[src/rtl/cache_pkg.sv]
// Shared types for the read-only instruction cache: address fields, bus enums, FSM states.
package cache_pkg;

  localparam int unsigned INDEX_SIZE_DEF   = 4;
  localparam int unsigned DISP_SIZE_DEF    = 6;
  localparam int unsigned TAG_SIZE_DEF     = 22;
  localparam int unsigned WORD_SIZE_DEF    = 32;
  localparam int unsigned MAX_OUTSTANDING  = 4;

  typedef logic [TAG_SIZE_DEF-1:0]   tag_t;
  typedef logic [INDEX_SIZE_DEF-1:0] index_t;
  typedef logic [DISP_SIZE_DEF-1:0]  disp_t;

  typedef enum logic [2:0] {
    CMD_IDLE  = 3'd0,
    CMD_WRITE = 3'd1,
    CMD_READ  = 3'd2
  } mcmd_e;

  typedef enum logic [1:0] {
    RESP_NULL = 2'd0,
    RESP_DVA  = 2'd1,
    RESP_FAIL = 2'd2,
    RESP_ERR  = 2'd3
  } sresp_e;

  typedef enum logic [1:0] {
    ST_IDLE   = 2'd0,
    ST_LOOKUP = 2'd1,
    ST_REFILL = 2'd2,
    ST_FINISH = 2'd3
  } state_e;

endpackage

[src/rtl/cache_tag_ram.sv]
// Valid + tag array: one combinational read port, one write port, valid bits cleared on reset.
module cache_tag_ram #(
  parameter int unsigned INDEX_SIZE = 4,
  parameter int unsigned TAG_SIZE   = 22
) (
  input  logic                  clk,
  input  logic                  rst_n,
  input  logic [INDEX_SIZE-1:0] rd_index_i,
  output logic                  rd_valid_c,
  output logic [TAG_SIZE-1:0]   rd_tag_c,
  input  logic                  wr_en_i,
  input  logic [INDEX_SIZE-1:0] wr_index_i,
  input  logic                  wr_valid_i,
  input  logic [TAG_SIZE-1:0]   wr_tag_i
);

  localparam int unsigned LINES = 2 ** INDEX_SIZE;

  logic [LINES-1:0]    valid_q;
  logic [TAG_SIZE-1:0] tag_q [LINES];

  // Valid bits: the only state that needs a reset value.
  always_ff @(posedge clk or negedge rst_n) begin
    if (!rst_n) begin
      valid_q <= '0;
    end else if (wr_en_i) begin
      valid_q[wr_index_i] <= wr_valid_i;
    end
  end

  // Tag storage, qualified by the valid bit so no reset is needed.
  always_ff @(posedge clk) begin
    if (wr_en_i) begin
      tag_q[wr_index_i] <= wr_tag_i;
    end
  end

  assign rd_valid_c = valid_q[rd_index_i];
  assign rd_tag_c   = tag_q[rd_index_i];

endmodule

[src/rtl/instr_read_cache.sv]
// Direct-mapped read-only instruction cache; refills a whole line over the bus on a miss.
module instr_read_cache
  import cache_pkg::*;
#(
  parameter int unsigned INDEX_SIZE        = 4,
  parameter int unsigned DISPLACEMENT_SIZE = 6,
  parameter int unsigned TAG_SIZE          = 22,  // must equal 32 - INDEX_SIZE - DISPLACEMENT_SIZE
  parameter int unsigned WORD_SIZE         = 32
) (
  input  logic                                    clk,
  input  logic                                    reset,
  // fetch port (slave)
  input  logic                                    read_en_i,
  input  logic                                    read_we_i,
  input  logic [WORD_SIZE/8-1:0]                  read_be_i,
  input  logic [31:0]                             read_addr_i,
  input  logic [WORD_SIZE-1:0]                    read_data_w_i,
  output logic [WORD_SIZE-1:0]                    read_data_r_o,
  output logic                                    read_delay_o,
  // refill bus (master)
  output mcmd_e                                   fetch_mcmd_o,
  output logic [31:0]                             fetch_maddr_o,
  output logic [WORD_SIZE-1:0]                    fetch_mdata_o,
  output logic [WORD_SIZE/8-1:0]                  fetch_mbyteen_o,
  input  logic                                    fetch_scmdaccept_i,
  input  sresp_e                                  fetch_sresp_i,
  input  logic [WORD_SIZE-1:0]                    fetch_sdata_i,
  // store read port: driven in the request cycle so data returns with 1-cycle latency
  output logic                                    store_r_en_o,
  output logic                                    store_r_we_o,
  output logic [WORD_SIZE/8-1:0]                  store_r_be_o,
  output logic [INDEX_SIZE+DISPLACEMENT_SIZE-1:0] store_r_addr_o,
  output logic [WORD_SIZE-1:0]                    store_r_data_w_o,
  input  logic [WORD_SIZE-1:0]                    store_r_data_r_i,
  // store write port (refill data)
  output logic                                    store_w_en_o,
  output logic                                    store_w_we_o,
  output logic [WORD_SIZE/8-1:0]                  store_w_be_o,
  output logic [INDEX_SIZE+DISPLACEMENT_SIZE-1:0] store_w_addr_o,
  output logic [WORD_SIZE-1:0]                    store_w_data_w_o
);

  localparam int unsigned WORDS = 2 ** DISPLACEMENT_SIZE;
  localparam int unsigned CNT_W = DISPLACEMENT_SIZE + 1;
  localparam int unsigned SA_W  = INDEX_SIZE + DISPLACEMENT_SIZE;

  state_e                      state_q;
  logic                        delay_q;
  logic [WORD_SIZE-1:0]        data_q;
  mcmd_e                       mcmd_q;
  logic [31:0]                 maddr_q;
  logic [WORD_SIZE/8-1:0]      mbyteen_q;
  logic [CNT_W-1:0]            cmd_cnt_q, cmd_cnt_d;
  logic [CNT_W-1:0]            rsp_cnt_q, rsp_cnt_d;
  logic [TAG_SIZE-1:0]         miss_tag_q;
  logic [INDEX_SIZE-1:0]       miss_index_q;
  logic                        sw_en_q;
  logic [SA_W-1:0]             sw_addr_q;
  logic [WORD_SIZE-1:0]        sw_data_q;

  logic [TAG_SIZE-1:0]          req_tag;
  logic [INDEX_SIZE-1:0]        req_index;
  logic [DISPLACEMENT_SIZE-1:0] req_disp;
  logic                         rd_valid, tag_we, tag_wr_valid;
  logic [TAG_SIZE-1:0]          rd_tag, tag_wr_tag;
  logic [INDEX_SIZE-1:0]        tag_wr_index;
  logic                         req_c, hit_c, miss_c, accept_c, resp_c, can_issue_c;
  logic                         unused_c;

  assign req_tag   = read_addr_i[31 -: TAG_SIZE];
  assign req_index = read_addr_i[DISPLACEMENT_SIZE +: INDEX_SIZE];
  assign req_disp  = read_addr_i[DISPLACEMENT_SIZE-1:0];

  // Writes and byte enables on the fetch port are not supported.
  assign unused_c = ^{read_we_i, read_be_i, read_data_w_i};

  cache_tag_ram #(
    .INDEX_SIZE (INDEX_SIZE),
    .TAG_SIZE   (TAG_SIZE)
  ) u_tag_ram (
    .clk        (clk),
    .rst_n      (reset),
    .rd_index_i (req_index),
    .rd_valid_c (rd_valid),
    .rd_tag_c   (rd_tag),
    .wr_en_i    (tag_we),
    .wr_index_i (tag_wr_index),
    .wr_valid_i (tag_wr_valid),
    .wr_tag_i   (tag_wr_tag)
  );

  // Lookup, refill bookkeeping and tag update decisions.
  always_comb begin
    req_c        = read_en_i && ((state_q == ST_IDLE) || (state_q == ST_LOOKUP));
    hit_c        = rd_valid && (rd_tag == req_tag);
    miss_c       = req_c && !hit_c;
    accept_c     = (mcmd_q == CMD_READ) && fetch_scmdaccept_i;
    resp_c       = (state_q == ST_REFILL) && (fetch_sresp_i == RESP_DVA);
    cmd_cnt_d    = cmd_cnt_q + CNT_W'(accept_c);
    rsp_cnt_d    = rsp_cnt_q + CNT_W'(resp_c);
    can_issue_c  = (cmd_cnt_d < CNT_W'(WORDS)) &&
                   ((cmd_cnt_d - rsp_cnt_d) < CNT_W'(MAX_OUTSTANDING));
    // A missing line is invalidated up front so an aborted refill never leaves it valid.
    tag_we       = miss_c || (state_q == ST_FINISH);
    tag_wr_valid = (state_q == ST_FINISH);
    tag_wr_index = (state_q == ST_FINISH) ? miss_index_q : req_index;
    tag_wr_tag   = (state_q == ST_FINISH) ? miss_tag_q : req_tag;
  end

  // Controller FSM with registered fetch, bus and store-write outputs.
  always_ff @(posedge clk or negedge reset) begin
    if (!reset) begin
      state_q      <= ST_IDLE;
      delay_q      <= 1'b0;
      data_q       <= '0;
      mcmd_q       <= CMD_IDLE;
      maddr_q      <= '0;
      mbyteen_q    <= '0;
      cmd_cnt_q    <= '0;
      rsp_cnt_q    <= '0;
      miss_tag_q   <= '0;
      miss_index_q <= '0;
      sw_en_q      <= 1'b0;
      sw_addr_q    <= '0;
      sw_data_q    <= '0;
    end else begin
      sw_en_q <= 1'b0;
      case (state_q)
        ST_IDLE, ST_LOOKUP: begin
          if (!read_en_i) begin
            state_q <= ST_IDLE;
          end else if (hit_c) begin
            data_q  <= store_r_data_r_i;
            delay_q <= 1'b0;
          end else begin
            delay_q      <= 1'b1;
            miss_tag_q   <= req_tag;
            miss_index_q <= req_index;
            cmd_cnt_q    <= '0;
            rsp_cnt_q    <= '0;
            mcmd_q       <= CMD_READ;
            maddr_q      <= {req_tag, req_index, DISPLACEMENT_SIZE'(0)};
            mbyteen_q    <= '1;
            state_q      <= ST_REFILL;
          end
        end
        ST_REFILL: begin
          cmd_cnt_q <= cmd_cnt_d;
          rsp_cnt_q <= rsp_cnt_d;
          if (resp_c) begin
            sw_en_q   <= 1'b1;
            sw_addr_q <= {miss_index_q, rsp_cnt_q[DISPLACEMENT_SIZE-1:0]};
            sw_data_q <= fetch_sdata_i;
          end
          // A presented command is held until accepted.
          if (accept_c || (mcmd_q != CMD_READ)) begin
            if (can_issue_c) begin
              mcmd_q    <= CMD_READ;
              maddr_q   <= {miss_tag_q, miss_index_q, cmd_cnt_d[DISPLACEMENT_SIZE-1:0]};
              mbyteen_q <= '1;
            end else begin
              mcmd_q    <= CMD_IDLE;
              maddr_q   <= '0;
              mbyteen_q <= '0;
            end
          end
          if (rsp_cnt_d == CNT_W'(WORDS)) begin
            state_q <= ST_FINISH;
          end
        end
        ST_FINISH: begin
          state_q <= ST_LOOKUP;
        end
        default: begin
          state_q <= ST_IDLE;
        end
      endcase
    end
  end

  assign read_data_r_o    = data_q;
  assign read_delay_o     = delay_q;
  assign fetch_mcmd_o     = mcmd_q;
  assign fetch_maddr_o    = maddr_q;
  assign fetch_mdata_o    = '0;
  assign fetch_mbyteen_o  = mbyteen_q;
  assign store_r_en_o     = req_c;
  assign store_r_we_o     = 1'b0;
  assign store_r_be_o     = '1;
  assign store_r_addr_o   = {req_index, req_disp};
  assign store_r_data_w_o = '0;
  assign store_w_en_o     = sw_en_q;
  assign store_w_we_o     = sw_en_q;
  assign store_w_be_o     = {(WORD_SIZE/8){sw_en_q}};
  assign store_w_addr_o   = sw_addr_q;
  assign store_w_data_w_o = sw_data_q;

endmodule

[config.mk]
export PLATFORM = sky130hd
export DESIGN_NAME = instr_read_cache
export DESIGN_NICKNAME = d
export VERILOG_FILES = /design/src/rtl/cache_pkg.sv /design/src/rtl/cache_tag_ram.sv /design/src/rtl/instr_read_cache.sv
export SDC_FILE = /design/constraint.sdc
export NUM_CORES = 1
export LEC_CHECK = 0
export ABC_CLOCK_PERIOD_IN_PS = 5700
export BUFFER_PORTS_ARGS = -buffer_cell sky130_fd_sc_hd__clkbuf_2
export CORE_MARGIN = 2
export CORE_UTILIZATION = 50
export CTS_BUF_LIST = sky130_fd_sc_hd__clkbuf_8 sky130_fd_sc_hd__clkbuf_16
export CTS_CLUSTER_DIAMETER = 80
export DETAILED_ROUTE_END_ITERATION = 16
export PLACE_DENSITY = 0.72
export REMOVE_ABC_BUFFERS = 1
export SETUP_SLACK_MARGIN = 0.4
export SYNTH_ARGS = -nofsm -noshare
export SYNTH_HDL_FRONTEND = slang
export SYNTH_SLANG_ARGS = --single-unit
[constraint.sdc]
create_clock -name clk -period 5.7 [get_ports clk]
set_input_delay 0.285 -clock clk [delete_from_list [all_inputs] [get_ports clk]]
set_output_delay 0.285 -clock clk [all_outputs]
set_load 0.01 [all_outputs]
## Word level (Yosys, flattened, before mapping)

Memories as Yosys holds them, arrays and structs flattened.
Cells that the tools add are included.

| operators by class | value |
|---|---|
| div/mod/pow operators | 0 |
| reduce and logical (&&, ||, !) cells | 21 |
| bitwise gates (word level) | 1 |
| shift operators | 0 |
| muxes and demuxes | 35 |
| $mul | 0 |
| eq/ne operators | 13 |
| order comparisons | 5 |
| add/sub/neg operators | 3 |

Operators by type and width:

| kind | number |
|---|---|
| 32-bit two-way mux | 4 |
| 32-bit case mux with 2 select lines | 1 |
| 7-bit case mux with 2 select lines | 2 |
| 22-bit == test | 1 |
| 22-bit two-way mux | 1 |
| 4-bit two-way mux | 5 |
| 16-bit bitwise mux | 1 |
| 7-bit by 1-bit adder with 7-bit output | 2 |
| 7-bit two-way mux | 2 |
| 4-bit by 5-bit less-than comparator with 1-bit output, second input constant | 2 |
| 3-bit two-way mux | 3 |
| 3-bit AND reduction | 3 |
| 2-bit two-way mux | 4 |
| 4-bit case mux with 2 select lines | 1 |
| 7-bit == test, second input constant | 1 |
| 1-bit logical AND | 7 |
| 7-bit by 3-bit less-than comparator with 1-bit output, second input constant | 1 |
| 7-bit less-than comparator, second input constant | 1 |
| 1-bit two-way mux | 7 |
| 7-bit subtractor | 1 |
| 2-bit case mux with 3 select lines | 1 |
| 3-bit case mux with 2 select lines | 1 |
| 2-bit AND reduction | 3 |
| 1-bit binary-select mux with 4-bit select | 1 |
| other kinds (16) | 22 |

| storage, ports and cells | value |
|---|---|
| bits in read-only memories | 0 |
| word-level logic and storage cells | 93 |
| bits in registers | 173 |
| memories kept | 1 |
| RAM bits | 352 |
| output and inout bits | 200 |
| bits in latches | 0 |
| input port bits | 139 |

Memories:

| memory | depth | width | read ports | clocked after Yosys merged registers in | write ports | RTL line | source |
|---|---|---|---|---|---|---|---|
| u_tag_ram.tag_q | 16 | 22 | 1 | 0 | 1 | cache_tag_ram.sv:20 | `logic [TAG_SIZE-1:0] tag_q [LINES];` |

## Longest topological paths before layout

| depth | value |
|---|---|
| depth after elaboration | 9 |
| mapped depth | 18 |
| mapped depth without buffers | 15 |

## By module

A second synthesis with hierarchy kept.

| unflattened totals | value |
|---|---|
| cells, all modules | 1332 |
| area total of the unflattened synthesis | 21917.3 um^2 |

By module, submodules not included:

| module | area each (um^2) | cells each | instances | seq. area each (um^2) |
|---|---|---|---|---|
| cache_tag_ram | 13957.1 | 602 | 1 | 10970.5 |
| instr_read_cache | 7960.1 | 730 | 1 | 3778.6 |

## Worst setup path after synthesis

Ideal clock, no wire load.

| path | value |
|---|---|
| path type | reg2reg |
| start point | register state_q[0] |
| end point | register maddr_q[3], in the netlist fetch_maddr_o[3] |
| slack | 1.315 ns |
| setup time | 0.078 ns |
| stages on the path, launching flop included | 19 |
| arrival time | 4.307 ns |
| buffers on the path | 3 |
| data required time | 5.622 ns |
| clock period less this slack | 4.385 ns |
| cell sequence | dfrtp_1 inv_1 nand2_1 nor3b_1 clkbuf_1 ha_1 ha_1 xnor2_1 ha_1 a21oi_1 o21ai_0 a21oi_1 xor2_1 a21oi_1 a2111oi_0 clkbuf_1 buf_2 nand2_1 o2bb2ai_1 |

| between the ends | value |
|---|---|
| cells in the longest elaborated chain, start to end | 9 |
| elaborated cells on any way between the ends | 17 |
| classes of those cells | add/sub: 2; order compare: 1; eq/ne: 5; mux: 3; reduce/logical: 6 |

Ends and longest elaborated chain:

| what | RTL line | source |
|---|---|---|
| from (decl) | instr_read_cache.sv:47 | `state_e state_q;` |
| from (signal assigned) | instr_read_cache.sv:113 | `state_q <= ST_IDLE;` |
| from (signal assigned) | instr_read_cache.sv:131 | `state_q <= ST_IDLE;` |
| from (signal assigned) | instr_read_cache.sv:144 | `state_q <= ST_REFILL;` |
| 2-bit == test | instr_read_cache.sv:98, instr_read_cache.sv:128 |  |
| 1-bit logical AND | instr_read_cache.sv:98 | `resp_c = (state_q == ST_REFILL) && (fetch_sresp_i == RESP_DVA);` |
| 7-bit by 1-bit adder with 7-bit output | instr_read_cache.sv:100 | `rsp_cnt_d = rsp_cnt_q + CNT_W'(resp_c);` |
| 7-bit subtractor | instr_read_cache.sv:102 | `((cmd_cnt_d - rsp_cnt_d) < CNT_W'(MAX_OUTSTANDING));` |
| 7-bit by 3-bit less-than comparator with 1-bit output | instr_read_cache.sv:102 |  |
| 1-bit logical AND | instr_read_cache.sv:101 | `can_issue_c = (cmd_cnt_d < CNT_W'(WORDS)) &&` |
| 32-bit two-way mux | instr_read_cache.sv:157 | `if (can_issue_c) begin` |
| 32-bit two-way mux | instr_read_cache.sv:156 | `if (accept_c \|\| (mcmd_q != CMD_READ)) begin` |
| 32-bit case mux with 2 select lines | instr_read_cache.sv:128 | `case (state_q)` |
| to (signal assigned) | instr_read_cache.sv:142 | `maddr_q <= {req_tag, req_index, DISPLACEMENT_SIZE'(0)};` |
| to (signal assigned) | instr_read_cache.sv:159 | `maddr_q <= {miss_tag_q, miss_index_q, cmd_cnt_d[DISPLACEMENT_SIZE-1:0]};` |
| to (decl) | instr_read_cache.sv:51 | `logic [31:0] maddr_q;` |

Several ways; a longest one is shown, not always the timed one. The select of a mux whose other input is x is not followed.
A chain may end at the register's enable or synchronous reset.

## Worst setup path in the final report

Ends and elaborated chain as after synthesis.

==> results.py <==
metrics = {
    "logic_synthesis": {
        "yosysTopAreaCellShare": 0.4756,
        "ys_seq_elements": 519,
        "netlist_area_um2": 22220,
        "yosys_warnings": 0,
        "yosys-top-cells-area": "edfxtp_1 (48%), dfrtp_1 (19%), mux2_2 (6.3%)",
        "synth_top_area_cell": "edfxtp_1",
        "synth_top_family_by_area": "multiplexers",
        "synthMuxAreaShare": 0.1643,
        "synthArstFlopShare": 0.3218,
        "syn-instance-count": 1417,
        "synth_edf_count": 352,
        "ys_types": 61,
        "synth-simple-area-share": 0.04803,
        "ys.flop_type": "edfxtp_1",
        "synth_area_per_cell_um2": 15.68,
        "synth_fa_ha_area_frac": 0.005067,
        "ys_seq_area_frac": 0.6637,
        "synth_compound_area_frac": 0.05568,
        "synth-xor-area-share": 0.01458,
    },
    "placement": {
        "hpwl_mm": 35.39,
        "post-place-ws_ns": 1.187,
        "place.gp.congestion": 0.8804,
        "numPortBuffers": 218,
    },
    "grt": {
        "busiest_layer": "met2",
        "grt_first_pass_wirelength_mm": 84.83,
        "grt-ovfl-total": 0,
        "grt_max_degree": 100,
        "antenna_found_initial": 3,
        "met3_usage": 0.04897,
        "grt_use_total": 0.2464,
        "use_met2": 0.4047,
        "grt_pass1_vias": 13517,
        "use_met1": 0.3253,
    },
    "clock_tree": {
        "post_cts_resize_count": 0,
        "cts_root_buffer": "clkbuf_16",
        "cts_max_level": 2,
        "path_clk_slew_ns": 0.06,
        "cts_buffer_depth": 3,
        "clock_latency_ns": 0.59,
        "cts_tree": "yes",
        "cts.sink_count": 519,
        "cts_buffers": 51,
    },
    "sta": {
        "finalSetupViolCount": 0,
        "min_period_over_period": 0.7146,
        "rsz0062_at_grt": "no",
        "whs_ns": 0.03431,
        "setup_ws_ns": 1.627,
        "finClkSkew_ns": 0.02626,
        "slew_headroom": 0.3326,
        "tightest_slew_ns": 0.9990,
        "finalHoldViolCount": 0,
        "fmax_mhz": 245.5,
        "finalMaxSlewViolations": 0,
        "fin_crit_ns": 4.073,
    },
    "final_layout": {
        "num-fill-cells": 3316,
        "multi_input_area_um2": 6733,
        "final_common_cell": "edfxtp_1",
        "nNetsFinal": 1874,
        "syn_to_final_growth_pct": 17.88,
        "layout_common_cells": "edfxtp_1 (352), clkbuf_2 (214), dfrtp_1 (167)",
        "drive_above_1_share": 0.3165,
        "seqCellArea_um2": 14750,
    },
    "power_and_ir_drop": {
        "p_int_w": 0.007643,
        "p_leak_nw": 10.56,
        "combinationalPowerShare": 0.251,
        "power_frac_clock": 0.290,
        "p_per_area_nw_per_um2": 418.3,
        "vdd_drop_max_mv": 0.3166,
        "power_frac_seq": 0.460,
        "switchingPower_w": 0.003314,
        "p_sw_frac": 0.3025,
    },
    "setup_path": {
        "startpoint_type": "flop",
        "endpoint_kind": "flop",
        "critical_path_required_ns": 6.19,
        "crit_type": "reg -> reg",
        "arrival_ns": 4.56,
        "crit_path_max_fanout": 43,
    },
    "worst_hold_path": {
        "hold_path.class": "in -> reg",
    },
    "detailed_routing": {
        "dr.first_iter.drc_count": 1340,
        "via_count": 13409,
        "wl_per_cell_um": 24.17,
        "ant_nets": 0,
        "via_per_inst": 5.677,
        "first_pass_iters": 8,
        "drc_errors": 0,
        "wl_mm": 57.09,
    },
    "flow_run": {
        "max_cap_viol_count": 0,
    },
    "outcome": {
        "status": "complete, no violations",
    },
    "floorplan": {
        "core_area_um2": 44030,
        "row_count": 77,
        "die_area_um2": 46150,
        "io_pins": 339,
        "die-width_um": 214.8,
        "die_y_um": 214.8,
        "start_util": 0.5047,
    },
}
worst paths after layout:
check / start / end / slack (ns) / cells past startpoint
max: state_q[0]$_DFFE_PN0P_ / fetch_maddr_o[3]$_DFFE_PN0P_ / 1.63 / 15
min: read_addr_i[31] / miss_tag_q[21]$_DFFE_PN0P_ / 0.03 / 2
max reg2reg: state_q[0]$_DFFE_PN0P_ / fetch_maddr_o[3]$_DFFE_PN0P_ / 1.63 / 15
min reg2reg: fetch_maddr_o[5]$_DFFE_PN0P_ / fetch_maddr_o[5]$_DFFE_PN0P_ / 0.49 / 1
max in group asynchronous: reset / read_data_r_o[12]$_DFFE_PN0P_ / 3.88 / 3
min in group asynchronous: reset / store_w_data_w_o[24]$_DFFE_PN0P_ / 0.38 / 2
registers in the layout, summed over array words and instances (netlist names), 2 cells and up:
signal             flops
miss_index_q           4
rsp_cnt_q              7
miss_tag_q            22
fetch_maddr_o         32
store_w_data_w_o      32
state_q                2
read_data_r_o         32
store_w_addr_o        10
cmd_cnt_q              7
u_tag_ram.tag_q      352
u_tag_ram.valid_q     16
metrics by stage:
step	power (W)	setup TNS, ns	instance area (um^2)	instances	utilization
final	0.01096	0	26200	2362	0.5950
after detailed placement	0.007793	0	23900	2195	0.5429
after CTS	0.01101	0	26190	2358	0.5947
after global placement	0.007697	0	23900	2195	0.5429
after global routing	0.01144	0	26190	2361	0.5949
after floorplan	0.006647	-157.76	21460	1327	-
power groups by stage:
stage	sequential, W	combinational (W)	clock [W]
final	0.00504	0.00275	0.00317
after global routing	0.00510	0.00296	0.00338
after CTS	0.00503	0.00275	0.00323
after detailed placement	0.00510	0.00269	0
after global placement	0.00508	0.00262	0
after floorplan	0.00514	0.00151	0
timing repair:
action	in CTS	in global routing
setup buffers	0	0
hold endpoints to repair	166	0
hold buffers	70	0
layer usage:
metal / share of wire / vias up
li1: - / 5856
met1: 0.40 / 6754
met2: 0.48 / 678
met3: 0.088 / 121
met4: 0.034 / 0
met5: 0 / -
Yosys cell counts, drive strengths merged, types with 6 or more instances:
library cell    n
nand2b          7
nor2           32
inv            12
nand3          25
o21ai          17
mux2i          87
clkbuf         22
a22oi          12
mux2          133
o22ai          20
a22o           32
nor2b          12
a221oi         14
a21oi          45
xor2           20
and2           13
edfxtp        352
dfrtp         167
xnor2          17
ha              9
buf           137
nand4           6
mux4           57
nand2         102
critical path, cell delays in order, from the launching register on:
cell and delay (ns):
dfrtp_1 0.40, inv_1 0.09, nand2_2 0.06, nor3b_2 0.23
buf_4 0.50, ha_1 0.27, nand3_1 0.09, xor2_1 0.37
xnor2_1 0.18, a21oi_1 0.24, xor2_1 0.18, a21oi_1 0.10
a2111oi_2 0.40, buf_4 0.40, nand2_1 0.24, o2bb2ai_1 0.20
kinds of logic (layout without fill, tap and decap cells):
family,count (synthesis),count (layout)
xor gates and xnor gates,37,37
muxes,277,277
buffers and inverters,172,452
DFF,519,519
other,2,75
AOI/OAI and AO/OA,178,178
and+or+nand+nor,223,223
adders and majority gates,9,9
cell type report:
type | instances | area share
diodes | 4 | 0.0003821
flip-flops and latches | 519 | 0.5630
clock buffers | 61 | 0.05397
inverters | 13 | 0.001863
well taps | 592 | 0.02828
repair buffers | 346 | 0.08899
clock inverters | 32 | 0.006448
multi-input cells | 795 | 0.2570
Power figures use the tool's default switching activity.
